### config.mk
export PLATFORM = sky130hd
export DESIGN_NAME = cpu_clk_gen
export DESIGN_NICKNAME = d
export VERILOG_FILES = /design/src/rtl/cpu_clk_gen.sv
export SDC_FILE = /design/constraint.sdc
export NUM_CORES = 1
export LEC_CHECK = 0
export CORE_MARGIN = 2
export CORE_UTILIZATION = 51
export DETAILED_ROUTE_END_ITERATION = 10
export PLACE_DENSITY = 0.82
export SYNTH_ARGS = -nofsm -noshare
export SYNTH_HDL_FRONTEND = slang
export SYNTH_SLANG_ARGS = --single-unit
export TNS_END_PERCENT = 1
### constraint.sdc
create_clock -name clk_100MHz -period 3.5 [get_ports clk_100MHz]
set_clock_uncertainty 0.2 [all_clocks]
set_input_delay 0.525 -clock clk_100MHz [delete_from_list [all_inputs] [get_ports clk_100MHz]]
set_output_delay 0.525 -clock clk_100MHz [all_outputs]
set_load 0.05 [all_outputs]
### src/rtl/cpu_clk_gen.sv
// cpu_clk_gen: programmable CPU clock derived from the 100 MHz board clock.
// Modes: halt, free run, single step, N-period burst. Each cpu_clk period is
// exactly H low cycles followed by H high cycles, H = max(div_half, 1).
// Optional retired-cycle counter: define CPU_CLK_GEN_COUNTER_EN to build it;
// otherwise cycle_count is tied to 0.
module cpu_clk_gen #(
  parameter int DIV_WIDTH   = 8,
  parameter int BURST_WIDTH = 16,
  parameter int CNT_WIDTH   = 32
) (
  input  logic                   clk_100MHz,
  input  logic                   rst,
  input  logic [DIV_WIDTH-1:0]   div_half,
  input  logic [1:0]             mode,
  input  logic                   step_req,
  input  logic [BURST_WIDTH-1:0] burst_len,
  output logic                   cpu_clk,
  output logic                   cpu_clk_en,
  output logic                   busy,
  output logic                   done,
  output logic [CNT_WIDTH-1:0]   cycle_count
);

  typedef enum logic [1:0] {S_IDLE, S_RUN, S_STEP, S_BURST} state_e;

  localparam logic [1:0] M_HALT  = 2'b00;
  localparam logic [1:0] M_RUN   = 2'b01;
  localparam logic [1:0] M_STEP  = 2'b10;
  localparam logic [1:0] M_BURST = 2'b11;

  state_e                 state_q, state_d;
  logic [DIV_WIDTH-1:0]   hc_q, hc_d;      // position within the current half
  logic [DIV_WIDTH-1:0]   h_q, h_d;        // half-period latched at period start
  logic [BURST_WIDTH-1:0] rem_q, rem_d;    // burst periods still to run
  logic                   clk_q, clk_d;
  logic                   en_q, en_d;
  logic                   busy_q, busy_d;
  logic                   done_q, done_d;
  logic                   step_prev_q;
  logic                   step_edge;
  logic                   fin;
  logic [DIV_WIDTH-1:0]   h_new;

  assign step_edge = step_req & ~step_prev_q;
  assign h_new     = (div_half == '0) ? DIV_WIDTH'(1) : div_half;

  // Next-state: start decisions in IDLE, period shaping and end-of-period policy otherwise
  always_comb begin
    state_d = state_q;
    hc_d    = hc_q;
    h_d     = h_q;
    rem_d   = rem_q;
    clk_d   = clk_q;
    en_d    = 1'b0;
    busy_d  = busy_q;
    done_d  = 1'b0;
    fin     = 1'b0;
    if (state_q == S_IDLE) begin
      clk_d  = 1'b0;
      busy_d = 1'b0;
      hc_d   = '0;
      if (mode == M_RUN) begin
        state_d = S_RUN;
        h_d     = h_new;
        busy_d  = 1'b1;
      end else if (mode == M_STEP && step_edge) begin
        state_d = S_STEP;
        h_d     = h_new;
        busy_d  = 1'b1;
      end else if (mode == M_BURST && step_edge) begin
        // A zero-length burst completes without ever leaving IDLE
        if (burst_len == '0) begin
          done_d = 1'b1;
        end else begin
          state_d = S_BURST;
          h_d     = h_new;
          rem_d   = burst_len;
          busy_d  = 1'b1;
        end
      end
    end else if (hc_q != h_q - DIV_WIDTH'(1)) begin
      hc_d = hc_q + DIV_WIDTH'(1);
    end else begin
      hc_d = '0;
      if (!clk_q) begin
        clk_d = 1'b1;
        en_d  = 1'b1;
      end else begin
        // Falling edge: the only point where the mode is re-examined
        clk_d = 1'b0;
        case (state_q)
          S_RUN:   fin = (mode != M_RUN);
          S_STEP:  fin = 1'b1;
          default: begin
            rem_d = rem_q - BURST_WIDTH'(1);
            fin   = (rem_q == BURST_WIDTH'(1)) || (mode == M_HALT);
          end
        endcase
        done_d = fin && (state_q != S_RUN);
        if (fin) begin
          state_d = S_IDLE;
          busy_d  = 1'b0;
        end else begin
          h_d = h_new;
        end
      end
    end
  end

  // State and registered outputs; reset forces cpu_clk low immediately
  always_ff @(posedge clk_100MHz or negedge rst) begin
    if (!rst) begin
      state_q     <= S_IDLE;
      hc_q        <= '0;
      h_q         <= DIV_WIDTH'(1);
      rem_q       <= '0;
      clk_q       <= 1'b0;
      en_q        <= 1'b0;
      busy_q      <= 1'b0;
      done_q      <= 1'b0;
      step_prev_q <= 1'b0;
    end else begin
      state_q     <= state_d;
      hc_q        <= hc_d;
      h_q         <= h_d;
      rem_q       <= rem_d;
      clk_q       <= clk_d;
      en_q        <= en_d;
      busy_q      <= busy_d;
      done_q      <= done_d;
      step_prev_q <= step_req;
    end
  end

  assign cpu_clk    = clk_q;
  assign cpu_clk_en = en_q;
  assign busy       = busy_q;
  assign done       = done_q;

`ifdef CPU_CLK_GEN_COUNTER_EN
  logic [CNT_WIDTH-1:0] cnt_q;

  // Count cpu_clk rising edges; the count moves together with cpu_clk_en
  always_ff @(posedge clk_100MHz or negedge rst) begin
    if (!rst)      cnt_q <= '0;
    else if (en_d) cnt_q <= cnt_q + CNT_WIDTH'(1);
  end

  assign cycle_count = cnt_q;
`else
  assign cycle_count = '0;
`endif

endmodule

; ---- Word level (Yosys, flattened, before mapping)
; Index checks and enable logic that the tools add are counted.
[word_totals]
register_bits = 39
out_inout_bits = 36
word_cells = 98
[op_classes]
add_sub_neg = 3
reduce_logical = 15
eq_ne = 18
muxes = 51
bitwise = 2
[ops]
columns = cell, count
row1 = $mux W16, 8
row2 = $mux W8, 11
row3 = $mux W1, 23
row4 = $eq A16 B1 Y1 const B, 1
row5 = $logic_not A16 Y1, 1
row6 = $mux W2, 8
row7 = $sub A16 B1 Y16 const B, 1
row8 = $ne A2 B2 Y1 const B, 5
row9 = $reduce_and A5 Y1, 2
row10 = $add A8 B1 Y8 const B, 1
row11 = $logic_not A8 Y1, 1
row12 = $ne A2 B1 Y1 const B, 4
row13 = $ne A8 B8 Y1, 1
row14 = $sub A8 B1 Y8 const B, 1
row15 = $reduce_and A7 Y1, 1
row16 = $eq A2 B2 Y1 const B, 3
row17 = $eq A2 B1 Y1 const B, 2
row18 = $logic_not A2 Y1, 2
row19 = $ne A4 B1 Y1 const B, 1
row20 = $ne A4 B4 Y1 const B, 1
row21 = $reduce_bool A2 Y1, 2
row22 = $logic_and A1 B1 Y1, 3
row23 = $reduce_and A3 Y1, 1
row24 = $pmux W1 S2, 1
row25 = other kinds (4), 4

; ---- Logic depth before layout (Yosys ltp)
[logic_depth]
word_depth = 10
ltp_mapped = 9

; ---- Worst setup path before layout
; Ideal clock, no wire load.
[synth_path]
path_type = reg2reg
from = register h_q[0]
to = register rem_q[11]
path_buffers = 0
t_required_ps = 3176
arrival_time_ps = 2351
stages_incl_launch_ff = 9
setup_ps = 124
slack_ps = 825
path_cell_list = dfstp_2 > inv_1 > ha_1 > xnor2_1 > nor3_1 > o2111ai_2 > or2_4 > o311a_1 > a211o_1
[synth_via]
elab_chain_len = 4
[synth_rtl]
columns = element, line
row1 = from (decl), 33  ; logic [DIV_WIDTH-1:0] h_q, h_d;
row2 = from (signal assigned), 115  ; h_q <= DIV_WIDTH'(1);
row3 = from (signal assigned), 125  ; h_q <= h_d;
row4 = $sub A8 B1 Y8, 81  ; end else if (hc_q != h_q - DIV_WIDTH'(1)) begin
row5 = $ne A8 B8 Y1, 81
row6 = $ne A2 B2 Y1 (no line), -
row7 = $reduce_and A7 Y1 (no line), -
row8 = to (signal assigned), 126  ; rem_q <= rem_d;
row9 = to (decl), 34  ; logic [BURST_WIDTH-1:0] rem_q, rem_d;
; No other way between the ends.
; A chain may end at the register's enable or synchronous reset.

; ---- Final worst setup path
[layout_path]
from = register h_q[0]
to = register rem_q[7]
; The elaborated chain is that of the path after synthesis.

==> results.ini <==
[synth]
ys.flop_type=dfrtp_1
seq_area_frac_synth=0.349
synth_seq_cells=39
netlist-cell-type-count=67
post_synth_instance_area_um2=2800
avgSynthCellArea_um2=9.07
synth_async_sr_flop_share=1.00
synth_edf_count=0
yosysWarningCount=0
postSynthCellCount=309

[drt]
drt-vias-per-instance=5.78
avgRoutedWirePerCell_um=15.7
topRoutingLayerUsed=met4
drt_wl_total_um=6450
drc_violation_count_after_routing=0
firstDrtPassIters=5
wl_met1_um=2620
routed-via-count=2370
first_iter_violations=168
met3WireLength_um=483
met2WireLength_um=3200
postRouteAntennaNets=0

[place]
post_dp_cell_area_um2=3050
dpl.hpwl_um=4740
placement.io_buffers=32
gp_routability_congestion=0.892
worst_slack_placed_ns=0.432

[sta]
portion_of_the_clock_cycle_consumed_by_the_worst_path_in_the_final_layout=0.838
grt_setup_unrepaired=no
period_minus_slack_ns=2.93
fin_ws_ns=0.568
final_hold_slack_ns=0.141
slew_violations=0
hold_viol_final=0
slew_headroom=0.405
clock.fmax_ghz=0.341
finalSetupViolations=0
setup_tns_ns=0
worst_slew_pin_slew_ns=0.892

[power]
share_clk_of_total_power=0.168
swShare=0.452
cellLeakagePower_uw=0.00132
switching_power_uw=1210
irDropWorstVdd_v=0.000441
intPower_uw=1470
power_frac_comb=0.518
powerDensity_nw_per_um2=844
relative_contribution_of_sequential_cells_to_total_power=0.314

[setup_path]
worst_r2r_src=h_q[0]
timing.critical_path.to_type=flop
critical_path_at_ns=2.94
crit_fanout=7
launch_point_of_the_critical_path=h_q[0]
required_ns=3.50
timing.setup.critical_path_class=reg2reg
cp-start-kind=flop

[clocking]
cts_resized=0
postCtsSetupBuffers=0
clock-root-buffer=clkbuf_8
cts_hold_buffers=0
clkTransAtPathRegs_ns=0.08
number_of_clock_sinks=39
htree_levels=2
cts_max_path_buffers=2
cts_bufs_inserted=5
cts_tree=yes
worstSkewPairLatency_ns=0.30

[floorplanning]
floorplan.initialDensity=0.538
num_rows=26
die_y_um=78.1
io_pins=65
die-area_um2=6100
floorplan.core_area_um2=5200
die_w_um=78.1

[grt]
maximum_number_of_pins_on_one_net_before_global_route_repair=40
grt_usage=0.213
globalRoute.totalOverflow=0
grt_antenna_before_repair=0
first_global_vias=2198
grt_first_pass_wirelength_um=10300

[finish]
antenna_fix_cells=0
most-common-layout-cells=38 x dfrtp_1, 32 x conb_1, 31 x clkdlybuf4s50_1
design.final.nets=375
flow.area_growth_from_synthesis_pct=13.7
final_area_um2=3180
final.fill_count=459
layout_commonest_cell=dfrtp_1
drive_above_1_share=0.106

[flow_run]
max_cap_violations=0

[status]
outcome=finished, final reports clean

[hold_path]
hold_class=in2async

-- Yosys cell counts, types with 7 or more instances --
cell type,instances,share of area
nor2_1,27,0.036
xor2_1,7,0.022
nand3_1,12,0.021
ha_1,7,0.031
nor4_1,9,0.020
o21ai_0,11,0.020
mux2_4,7,0.038
clkbuf_1,8,0.011
nand2_1,18,0.024
dfrtp_1,38,0.34
xnor2_1,8,0.025
buf_4,32,0.086
a21oi_1,7,0.013
inv_1,10,0.013
nor3_1,23,0.041
-- path summary, 6_finish.rpt --
| path | cells past startpoint | slack (ns) | end |
|---|---|---|---|
| max | 8 | 0.57 | rem_q[7] |
| min | 1 | 0.14 | hc_q[2] |
| max reg2reg | 8 | 0.57 | rem_q[7] |
| min reg2reg | 2 | 0.34 | h_q[0] |
| max in group asynchronous | 1 | 2.40 | rem_q[0] |
| min in group clk_100MHz | 2 | 0.34 | h_q[0] |
-- power groups by stage --
| stage | clock network, uW | logic (uW) | registers (uW) |
|---|---|---|---|
| 4_1_cts | 459 | 1370 | 839 |
| 3_3_place_gp | 0 | 1320 | 837 |
| 3_5_place_dp | 0 | 1370 | 846 |
| 6_report | 450 | 1390 | 844 |
| 2_1_floorplan | 0 | 1070 | 816 |
| 5_1_grt | 475 | 1510 | 870 |
-- cell type report --
class | instances | area (um2) | share of cell area
multi-input cells | 248 | 1610 | 0.506
flip-flops and latches | 39 | 977 | 0.307
repair buffers | 35 | 338 | 0.106
well taps | 70 | 87.6 | 0.0275
clock buffers | 6 | 72.6 | 0.0228
clock inverters | 2 | 60.1 | 0.0189
inverters | 10 | 37.5 | 0.0118
-- flip-flops by register name, summed over array words and instances (netlist names) --
register     flops
cpu_clk_en       1
cpu_clk          1
done             1
h_q              8
step_prev_q      1
hc_q             8
rem_q           16
busy             1
state_q          2
-- per-layer routing --
| layer | global-route usage | vias to the layer above |
|---|---|---|
| met1 | 0.262 | 1133 |
| met3 | 0.0460 | 19 |
| met5 | 0 | - |
| li1 | - | 1112 |
| met4 | 0.0789 | 0 |
| met2 | 0.366 | 106 |
-- metrics by stage --
stage,total power [uW],instances,util
after floorplan,1890,340,-
after detailed placement,2210,402,0.586
after global routing,2850,410,0.612
after global placement,2160,402,0.586
after CTS,2670,410,0.612
final,2690,410,0.612
-- cells by family after synthesis --
| kind of cell | share of synthesized area |
|---|---|
| adder cells (fa/ha/maj) | 0.0313 |
| multiplexers | 0.0554 |
| other | 0.00134 |
| AND/OR/NAND/NOR | 0.256 |
| flip-flops | 0.349 |
| XOR/XNOR | 0.0469 |
| buffers and inverters | 0.117 |
| AO/OA/AOI/OAI | 0.143 |
-- worst max-delay path: stages, from the launching register on --
cell	delay, ns
dfstp_2	0.56
inv_1	0.06
ha_1	0.31
xnor2_1	0.13
nor3_1	0.27
o2111ai_2	0.30
nor3_2	0.55
a211oi_1	0.17
nor3_1	0.27
(Power assumes the default switching activity.)
